### src/rtl/change_dispenser.sv
// change_dispenser: pays back (total - PRICE) as 3/2/1-unit coins over a valid/ack handshake.
// Optional CHANGE_TIMEOUT_EN: abort a coin after ACK_TIMEOUT cycles without coin_ack.
`default_nettype none

module change_dispenser #(
  parameter int PRICE       = 4,
  parameter int INIT_CNT1   = 4,
  parameter int INIT_CNT2   = 4,
  parameter int INIT_CNT3   = 4,
  parameter int ACK_TIMEOUT = 15
) (
  input  logic       clk,
  input  logic       rst,
  input  logic       start,
  input  logic [3:0] total,
  input  logic       refill,
  input  logic       coin_ack,
  output logic [1:0] coin_out,
  output logic       coin_valid,
  output logic       busy,
  output logic       done,
  output logic       refund,
  output logic       short,
  output logic [3:0] short_amt
);

  localparam logic [3:0] PRICE_V = 4'(PRICE);
  localparam logic [3:0] INIT1_V = 4'(INIT_CNT1);
  localparam logic [3:0] INIT2_V = 4'(INIT_CNT2);
  localparam logic [3:0] INIT3_V = 4'(INIT_CNT3);

  typedef enum logic [1:0] {
    S_IDLE     = 2'd0,
    S_SELECT   = 2'd1,
    S_WAIT_ACK = 2'd2,
    S_DONE     = 2'd3
  } state_t;

  state_t     state;
  logic [3:0] remaining;
  logic [3:0] inv1, inv2, inv3;
  logic [1:0] pick;

`ifdef CHANGE_TIMEOUT_EN
  localparam int TW = (ACK_TIMEOUT < 2) ? 1 : $clog2(ACK_TIMEOUT + 1);
  logic [TW-1:0] timer;
`endif

  // Greedy choice: largest denomination that fits and is still in stock.
  always_comb begin
    pick = 2'd0;
    if (remaining >= 4'd3 && inv3 != 4'd0)
      pick = 2'd3;
    else if (remaining >= 4'd2 && inv2 != 4'd0)
      pick = 2'd2;
    else if (remaining >= 4'd1 && inv1 != 4'd0)
      pick = 2'd1;
  end

  always_ff @(posedge clk or posedge rst) begin
    if (rst) begin
      state      <= S_IDLE;
      remaining  <= 4'd0;
      inv1       <= INIT1_V;
      inv2       <= INIT2_V;
      inv3       <= INIT3_V;
      coin_out   <= 2'd0;
      coin_valid <= 1'b0;
      busy       <= 1'b0;
      done       <= 1'b0;
      refund     <= 1'b0;
      short      <= 1'b0;
      short_amt  <= 4'd0;
`ifdef CHANGE_TIMEOUT_EN
      timer      <= '0;
`endif
    end else begin
      case (state)
        S_IDLE: begin
          if (refill) begin
            inv1 <= INIT1_V;
            inv2 <= INIT2_V;
            inv3 <= INIT3_V;
          end
          if (start) begin
            busy      <= 1'b1;
            short     <= 1'b0;
            short_amt <= 4'd0;
            if (total >= PRICE_V) begin
              remaining <= total - PRICE_V;
              refund    <= 1'b0;
            end else begin
              remaining <= total;
              refund    <= 1'b1;
            end
            state <= S_SELECT;
          end
        end

        S_SELECT: begin
          if (remaining == 4'd0) begin
            done  <= 1'b1;
            state <= S_DONE;
          end else if (pick != 2'd0) begin
            coin_out   <= pick;
            coin_valid <= 1'b1;
`ifdef CHANGE_TIMEOUT_EN
            timer      <= '0;
`endif
            state      <= S_WAIT_ACK;
          end else begin
            short     <= 1'b1;
            short_amt <= remaining;
            done      <= 1'b1;
            state     <= S_DONE;
          end
        end

        S_WAIT_ACK: begin
          if (coin_ack) begin
            remaining <= remaining - {2'b00, coin_out};
            case (coin_out)
              2'd1:    if (inv1 != 4'd0) inv1 <= inv1 - 4'd1;
              2'd2:    if (inv2 != 4'd0) inv2 <= inv2 - 4'd1;
              2'd3:    if (inv3 != 4'd0) inv3 <= inv3 - 4'd1;
              default: ;
            endcase
            coin_out   <= 2'd0;
            coin_valid <= 1'b0;
            state      <= S_SELECT;
`ifdef CHANGE_TIMEOUT_EN
          end else if (timer == TW'(ACK_TIMEOUT - 1)) begin
            // Abandoned coin is not counted; the whole remainder is reported short.
            coin_out   <= 2'd0;
            coin_valid <= 1'b0;
            short      <= 1'b1;
            short_amt  <= remaining;
            done       <= 1'b1;
            state      <= S_DONE;
          end else begin
            timer <= timer + 1'b1;
`endif
          end
        end

        S_DONE: begin
          done  <= 1'b0;
          busy  <= 1'b0;
          state <= S_IDLE;
        end

        default: state <= S_IDLE;
      endcase
    end
  end

endmodule

`default_nettype wire
### config.mk
export PLATFORM = sky130hd
export DESIGN_NAME = change_dispenser
export DESIGN_NICKNAME = d
export VERILOG_FILES = /design/src/rtl/change_dispenser.sv
export SDC_FILE = /design/constraint.sdc
export NUM_CORES = 1
export LEC_CHECK = 0
export CAP_MARGIN = 20
export CORE_UTILIZATION = 40
export DETAILED_ROUTE_END_ITERATION = 8
export PLACE_DENSITY = 0.68
export SYNTH_ARGS = -nofsm -noshare
export SYNTH_HDL_FRONTEND = slang
export SYNTH_SLANG_ARGS = --single-unit
### constraint.sdc
create_clock -name clk -period 5.35 [get_ports clk]
set_input_delay 0.535 -clock clk [delete_from_list [all_inputs] [get_ports clk]]
set_output_delay 0.535 -clock clk [all_outputs]
set_load 0.05 [all_outputs]
Word-level counts from Yosys, hierarchy flattened
Cells that the tools add are included.
{"block": "word_totals", "regBits": 29, "in_bits": 9, "out_inout_bits": 11, "word_cells": 110}
{"block": "classes", "add_sub_neg": 5, "magnitude_cmp": 4, "eq_ne": 19, "mux": 46, "reduce_logical": 24}
{"cell": "2-to-1 mux 4 bit", "count": 16}
{"cell": "case mux 4 bit (2 select lines)", "count": 5}
{"cell": "!= test 2 bit, second input constant", "count": 10}
{"cell": "AND reduction 5 bit", "count": 3}
{"cell": "2-to-1 mux 2 bit", "count": 7}
{"cell": "2-to-1 mux 1 bit", "count": 12}
{"cell": "nonzero test 2 bit", "count": 6}
{"cell": "nonzero test 4 bit", "count": 3}
{"cell": "subtractor 4 x 1 -> 4 bit, second input constant", "count": 3}
{"cell": "== test 2 bit, second input constant", "count": 4}
{"cell": "greater-or-equal comparator 4 x 2 -> 1 bit, second input constant", "count": 2}
{"cell": "case mux 1 bit (2 select lines)", "count": 4}
{"cell": "case mux 2 bit (4 select lines)", "count": 1}
{"cell": "AND reduction 2 bit", "count": 4}
{"cell": "AND reduction 4 bit", "count": 2}
{"cell": "== test 2 x 1 -> 1 bit, second input constant", "count": 2}
{"cell": "greater-or-equal comparator 4 x 1 -> 1 bit, second input constant", "count": 1}
{"cell": "greater-or-equal comparator 4 x 3 -> 1 bit, second input constant", "count": 1}
{"cell": "zero test 4 bit", "count": 1}
{"cell": "!= test 2 x 1 -> 1 bit, second input constant", "count": 2}
{"cell": "case mux 2 bit (2 select lines)", "count": 1}
{"cell": "subtractor 4 x 2 -> 4 bit", "count": 1}
{"cell": "subtractor 4 x 3 -> 4 bit, second input constant", "count": 1}
{"cell": "logical AND 1 bit", "count": 3}
{"cell": "3 further kinds", "count": 3}

Logic depth before layout (Yosys ltp)
{"block": "depth", "word_depth": 9, "ltp_mapped": 7, "depth_no_buf": 6}

Worst setup path after synthesis
Ideal clock, no wire load.
{"block": "synth_timing", "path_kind": "reg-to-reg", "from": "reg inv2[0]", "to": "reg coin_out[0]", "setup_ps": 128, "arrival_time_ps": 1724, "required_ps": 5222, "slack_ps": 3498, "stages_incl_launch_ff": 7, "n_path_buf": 0, "period_less_slack_ps": 1852, "path_cell_list": "dfrtp_1 > inv_1 > ha_1 > nor3b_1 > o221a_2 > o2bb2ai_4 > mux2_1"}
{"block": "synth_between", "elab_chain_cells": 7, "elab_cells_between_ends": 10, "cone_classes": "eq/ne: 1; mux: 5; reduce/logical: 4"}
{"item": "start: declaration", "line_no": "41", "source": "logic [3:0] inv1, inv2, inv3;"}
{"item": "start signal: assignment", "line_no": "124", "source": "2'd2: if (inv2 != 4'd0) inv2 <= inv2 - 4'd1;"}
{"item": "nonzero test 4 bit (*)", "line_no": "54", "source": "else if (remaining >= 4'd2 && inv2 != 4'd0)"}
{"item": "logical AND 1 bit (*)", "line_no": "54"}
{"item": "2-to-1 mux 2 bit (*)", "line_no": "54"}
{"item": "2-to-1 mux 2 bit (*)", "line_no": "52", "source": "if (remaining >= 4'd3 && inv3 != 4'd0)"}
{"item": "nonzero test 2 bit / 2-to-1 mux 2 bit (equally long branches)", "line_no": "104", "source": "end else if (pick != 2'd0) begin"}
{"item": "!= test 2 bit (no line) / 2-to-1 mux 2 bit (equally long branches)"}
{"item": "AND reduction 4 bit (no line) / case mux 2 bit (2 select lines) (equally long branches)"}
{"item": "end signal: assignment", "line_no": "105", "source": "coin_out <= pick;"}
{"item": "end: declaration", "line_no": "18", "source": "output logic [1:0] coin_out,"}
Every way passes the cells marked *; elsewhere a longest branch is shown, timed or not. The select of a mux whose other input is x is not followed.
A chain may end at the register's enable or synchronous reset.

Final worst setup path
{"block": "layout_timing", "from": "reg state[0]", "to": "reg inv1[3]"}
{"block": "layout_between", "elab_chain_cells": 3, "elab_cells_between_ends": 9, "cone_classes": "eq/ne: 5; mux: 1; reduce/logical: 3"}
{"item": "start: declaration", "line_no": "39", "source": "state_t state;"}
{"item": "start signal: assignment", "line_no": "62", "source": "state <= S_IDLE;"}
{"item": "start signal: assignment", "line_no": "96", "source": "state <= S_SELECT;"}
{"item": "start signal: assignment", "line_no": "103", "source": "state <= S_DONE;"}
{"item": "== test 2 bit / zero test 2 bit (equally long branches)", "line_no": "78", "source": "case (state)"}
{"item": "!= test 2 x 1 -> 1 bit (no line), or another cell as far along"}
{"item": "AND reduction 5 bit (no line)"}
{"item": "end signal: assignment", "line_no": "123", "source": "2'd1: if (inv1 != 4'd0) inv1 <= inv1 - 4'd1;"}
{"item": "end: declaration", "line_no": "41"}
Several ways; a longest one is shown, not always the timed one.

==> results.sh <==
export IMPL_outcome="finished, final reports clean"
export IMPL_post_route_min_period_ns=2.27
export IMPL_1st_iter_drt_viols=33
export IMPL_rows=23
export IMPL_grt_max_degree=30
export IMPL_gp_congestion=0.816
export IMPL_combinational_family_with_the_most_area_after_synthesis="compound AO/OA/AOI/OAI gates"
export IMPL_synth_async_sr_flop_share_pct=100
export IMPL_post_cts_resized=0
export IMPL_synth_seq_cells=29
export IMPL_global_route_overflow_total=0
export IMPL_clkSinkCount=29
export IMPL_rsz0062_at_grt="no"
export IMPL_placed_cells=239
export IMPL_via_count=1396
export IMPL_detail_route_wirelength_um=3670
export IMPL_yosysWarningCount=0
export IMPL_design_final_nets=212
export IMPL_min_period_over_period_pct=42.4
export IMPL_drt_pass1_iterations=4
export IMPL_clock_fmax_mhz=440
export IMPL_detail_route_antenna_nets=0
export IMPL_sequential_share_of_the_synthesized_area_pct=42.7
export IMPL_hold_slack_final_ns=0.491
export IMPL_synth_edf_count=0
export IMPL_synthAdderAreaFrac_pct=4.84
export IMPL_cts_buffers=5
export IMPL_core_area_um2=4060
export IMPL_post_synth_mux_area_share_pct=4.62
export IMPL_cts_tree="built"
export IMPL_synthesis_instances=176
export IMPL_final_layout_size_suffix_gt1_share_pct=10.1
export IMPL_dpl_hpwl_um=2630
export IMPL_antenna_cells_inserted=0
export IMPL_max_transition_viols_final=0
export IMPL_post_synth_xor_area_fraction_pct=0
export IMPL_synth_area_per_cell_um2=9.70
export IMPL_report_final_setup_viol=0
export IMPL_via_per_inst=5.63
export IMPL_setup_total_negative_slack_ns=0
export IMPL_pwr_density_cell_nw_per_um2=613
export IMPL_skew_ns=0.00317
export IMPL_cp_data_required_time_ns=5.56
export IMPL_ir_worst_vdd_mv=0.274
export IMPL_clk_root_buf="sky130_fd_sc_hd__clkbuf_8"
export IMPL_crit_path_start_kind="flop"
export IMPL_power_total_mw=1.25
export IMPL_most_used_dff_post_synth="sky130_fd_sc_hd__dfrtp_1"
export IMPL_synth_fp_nets=191
export IMPL_io_buffers=19
export IMPL_grtUsageTotal_pct=18.8
export IMPL_cts_hold_fix_buffers=0
export IMPL_path_clk_slew_ns=0.06
export IMPL_post_route_drc_count=0
export IMPL_die_h_um=67.3
export IMPL_grt_first_pass_wirelength_um=6160
export IMPL_timing_critical_path_to_type="flop"
export IMPL_power_static_leakage_nw=0.868
export IMPL_h_tree_depth=2
export IMPL_layout_filler_cells=394
export IMPL_ys_types=49
export IMPL_yosys_area_share_simple_pct=20.2
export IMPL_share_of_the_synthesized_area_in_compound_gates_ao_oa_aoi_oai_pct=22.9
export IMPL_io_pin_count=20
export IMPL_die_area_um2=4530
export IMPL_grt_pass1_vias=1354
export IMPL_worstMarginPinSlew_ns=0.862
export IMPL_crit_path_max_fanout=23
export IMPL_die_x_um=67.3
export IMPL_initial_utilization_pct=42.1
export IMPL_antenna_found_initial=0
export IMPL_cp_arrival_ns=2.48
export IMPL_wire_per_inst_um=14.8
export IMPL_finalCoreUtilization_pct=50.2
export IMPL_non_filler_instances=248
export IMPL_clock_latency_ns=0.28
export IMPL_hp_class="flop to flop"
export IMPL_critical_path_class="flop to flop"
export IMPL_slew_headroom_pct=42.5
export IMPL_clock_path_buffers=2
export IMPL_hold_violations=0
export IMPL_netlist_area_um2=1710
export IMPL_drv_max_cap_violation_count=0
export IMPL_post_cts_repair_setup_buffers=0
export IMPL_areaGrowthSynthToFinish_pct=19.3
==> area by class of cell <==
class                           instances  area (um^2)  area share (%)
Multi-Input combinational cell        128          897            44.1
Tap cell                               50         62.6            3.07
Clock buffer                            8         80.1            3.93
Timing Repair Buffer                   20          218            10.7
Sequential cell                        29          729            35.8
Inverter                               13         48.8            2.40
==> metal layers <==
| layer | global-route usage, % | up-vias | routed length, um |
|---|---|---|---|
| li1 | - | 685 | - |
| met5 | 0 | - | 0 |
| met3 | 5.57 | 5 | 121 |
| met1 | 23.5 | 678 | 1690 |
| met4 | 6.38 | 0 | 40 |
| met2 | 30.8 | 28 | 1820 |
==> state kept, by name, summed over array words and instances, names as in the netlist <==
signal and flops:
busy 1, remaining 4, short 1, inv2 4, refund 1, inv3 4
coin_valid 1, coin_out 2, state 2, short_amt 4, inv1 4, done 1
==> metrics by stage <==
| step | worst slack [ns] | area, um^2 |
|---|---|---|
| finish | 3.08 | 2040 |
| global route | 2.89 | 2040 |
| CTS | 3.07 | 2010 |
| detailed placement | 3.08 | 1930 |
| global placement | 3.17 | 1930 |
| floorplan | 3.50 | 1710 |
==> synth_stat cells (3+ instances only) <==
library cell	n	area share, %
sky130_fd_sc_hd__nand2b_1	6	2.2
sky130_fd_sc_hd__nor3_1	4	1.2
sky130_fd_sc_hd__o211ai_1	6	2.6
sky130_fd_sc_hd__dfrtp_1	26	38
sky130_fd_sc_hd__clkbuf_1	4	0.88
sky130_fd_sc_hd__inv_1	13	2.9
sky130_fd_sc_hd__ha_1	5	3.7
sky130_fd_sc_hd__nand2_1	9	2.0
sky130_fd_sc_hd__a21oi_1	10	2.9
sky130_fd_sc_hd__o21ai_0	10	2.9
sky130_fd_sc_hd__dfstp_2	3	4.6
sky130_fd_sc_hd__mux2_1	4	2.6
sky130_fd_sc_hd__nand3_1	11	3.2
sky130_fd_sc_hd__o31ai_1	6	2.6
sky130_fd_sc_hd__a21o_1	5	2.2
sky130_fd_sc_hd__nor2_1	11	2.4
==> cell families (layout without fill, tap and decap cells) <==
logic type / after synthesis / count (layout)
and+or+nand+nor: 62 / 62
AOI/OAI and AO/OA: 53 / 53
DFF: 29 / 29
buffers and inverters: 19 / 41
muxes: 7 / 7
adders and majority gates: 6 / 6
==> path summary, 6_finish.rpt <==
check | end | from | depth (start not counted) | slack [ns]
max in group asynchronous | inv1[2]$_DFFE_PP1P_ | rst | 3 | 4.20
worst max-delay path | inv1[3]$_DFFE_PP0P_ | state[0]$_DFFE_PP0P_ | 4 | 3.08
worst min-delay path | done$_DFFE_PP0P_ | done$_DFFE_PP0P_ | 1 | 0.49
min in group asynchronous | short_amt[2]$_DFFE_PP0P_ | rst | 2 | 0.59
worst max register to register | inv1[3]$_DFFE_PP0P_ | state[0]$_DFFE_PP0P_ | 4 | 3.08
worst min register to register | done$_DFFE_PP0P_ | done$_DFFE_PP0P_ | 1 | 0.49
==> critical path: stages, from the launching register on <==
cell and delay, ns:
sky130_fd_sc_hd__dfrtp_1 0.66, sky130_fd_sc_hd__nand2b_1 0.75, sky130_fd_sc_hd__a31oi_2 0.14, sky130_fd_sc_hd__or4_1 0.50, sky130_fd_sc_hd__a21oi_1 0.14
==> where the power goes <==
part / switching [mW] / internal (mW) / leakage, nW / total (mW)
clock network: 0.0800 / 0.0922 / 0.0395 / 0.172
registers: 0.108 / 0.313 / 0.364 / 0.421
logic: 0.391 / 0.263 / 0.464 / 0.654
total: 0.579 / 0.667 / 0.868 / 1.25
==> placed cells by master, fill, tap and decap left out, types with 5 or more instances in the layout <==
master                            Yosys  routed
sky130_fd_sc_hd__a21o_1               5       5
sky130_fd_sc_hd__a21oi_1             10      10
sky130_fd_sc_hd__clkbuf_8             0       5
sky130_fd_sc_hd__clkdlybuf4s50_1      0      19
sky130_fd_sc_hd__dfrtp_1             26      26
sky130_fd_sc_hd__ha_1                 5       5
sky130_fd_sc_hd__inv_1               13      13
sky130_fd_sc_hd__nand2_1              9       9
sky130_fd_sc_hd__nand2b_1             6       6
sky130_fd_sc_hd__nand3_1             11      11
sky130_fd_sc_hd__nor2_1              11      11
sky130_fd_sc_hd__o211ai_1             6       6
sky130_fd_sc_hd__o21ai_0             10      10
sky130_fd_sc_hd__o31ai_1              6       6
(Power assumes the default switching activity.)
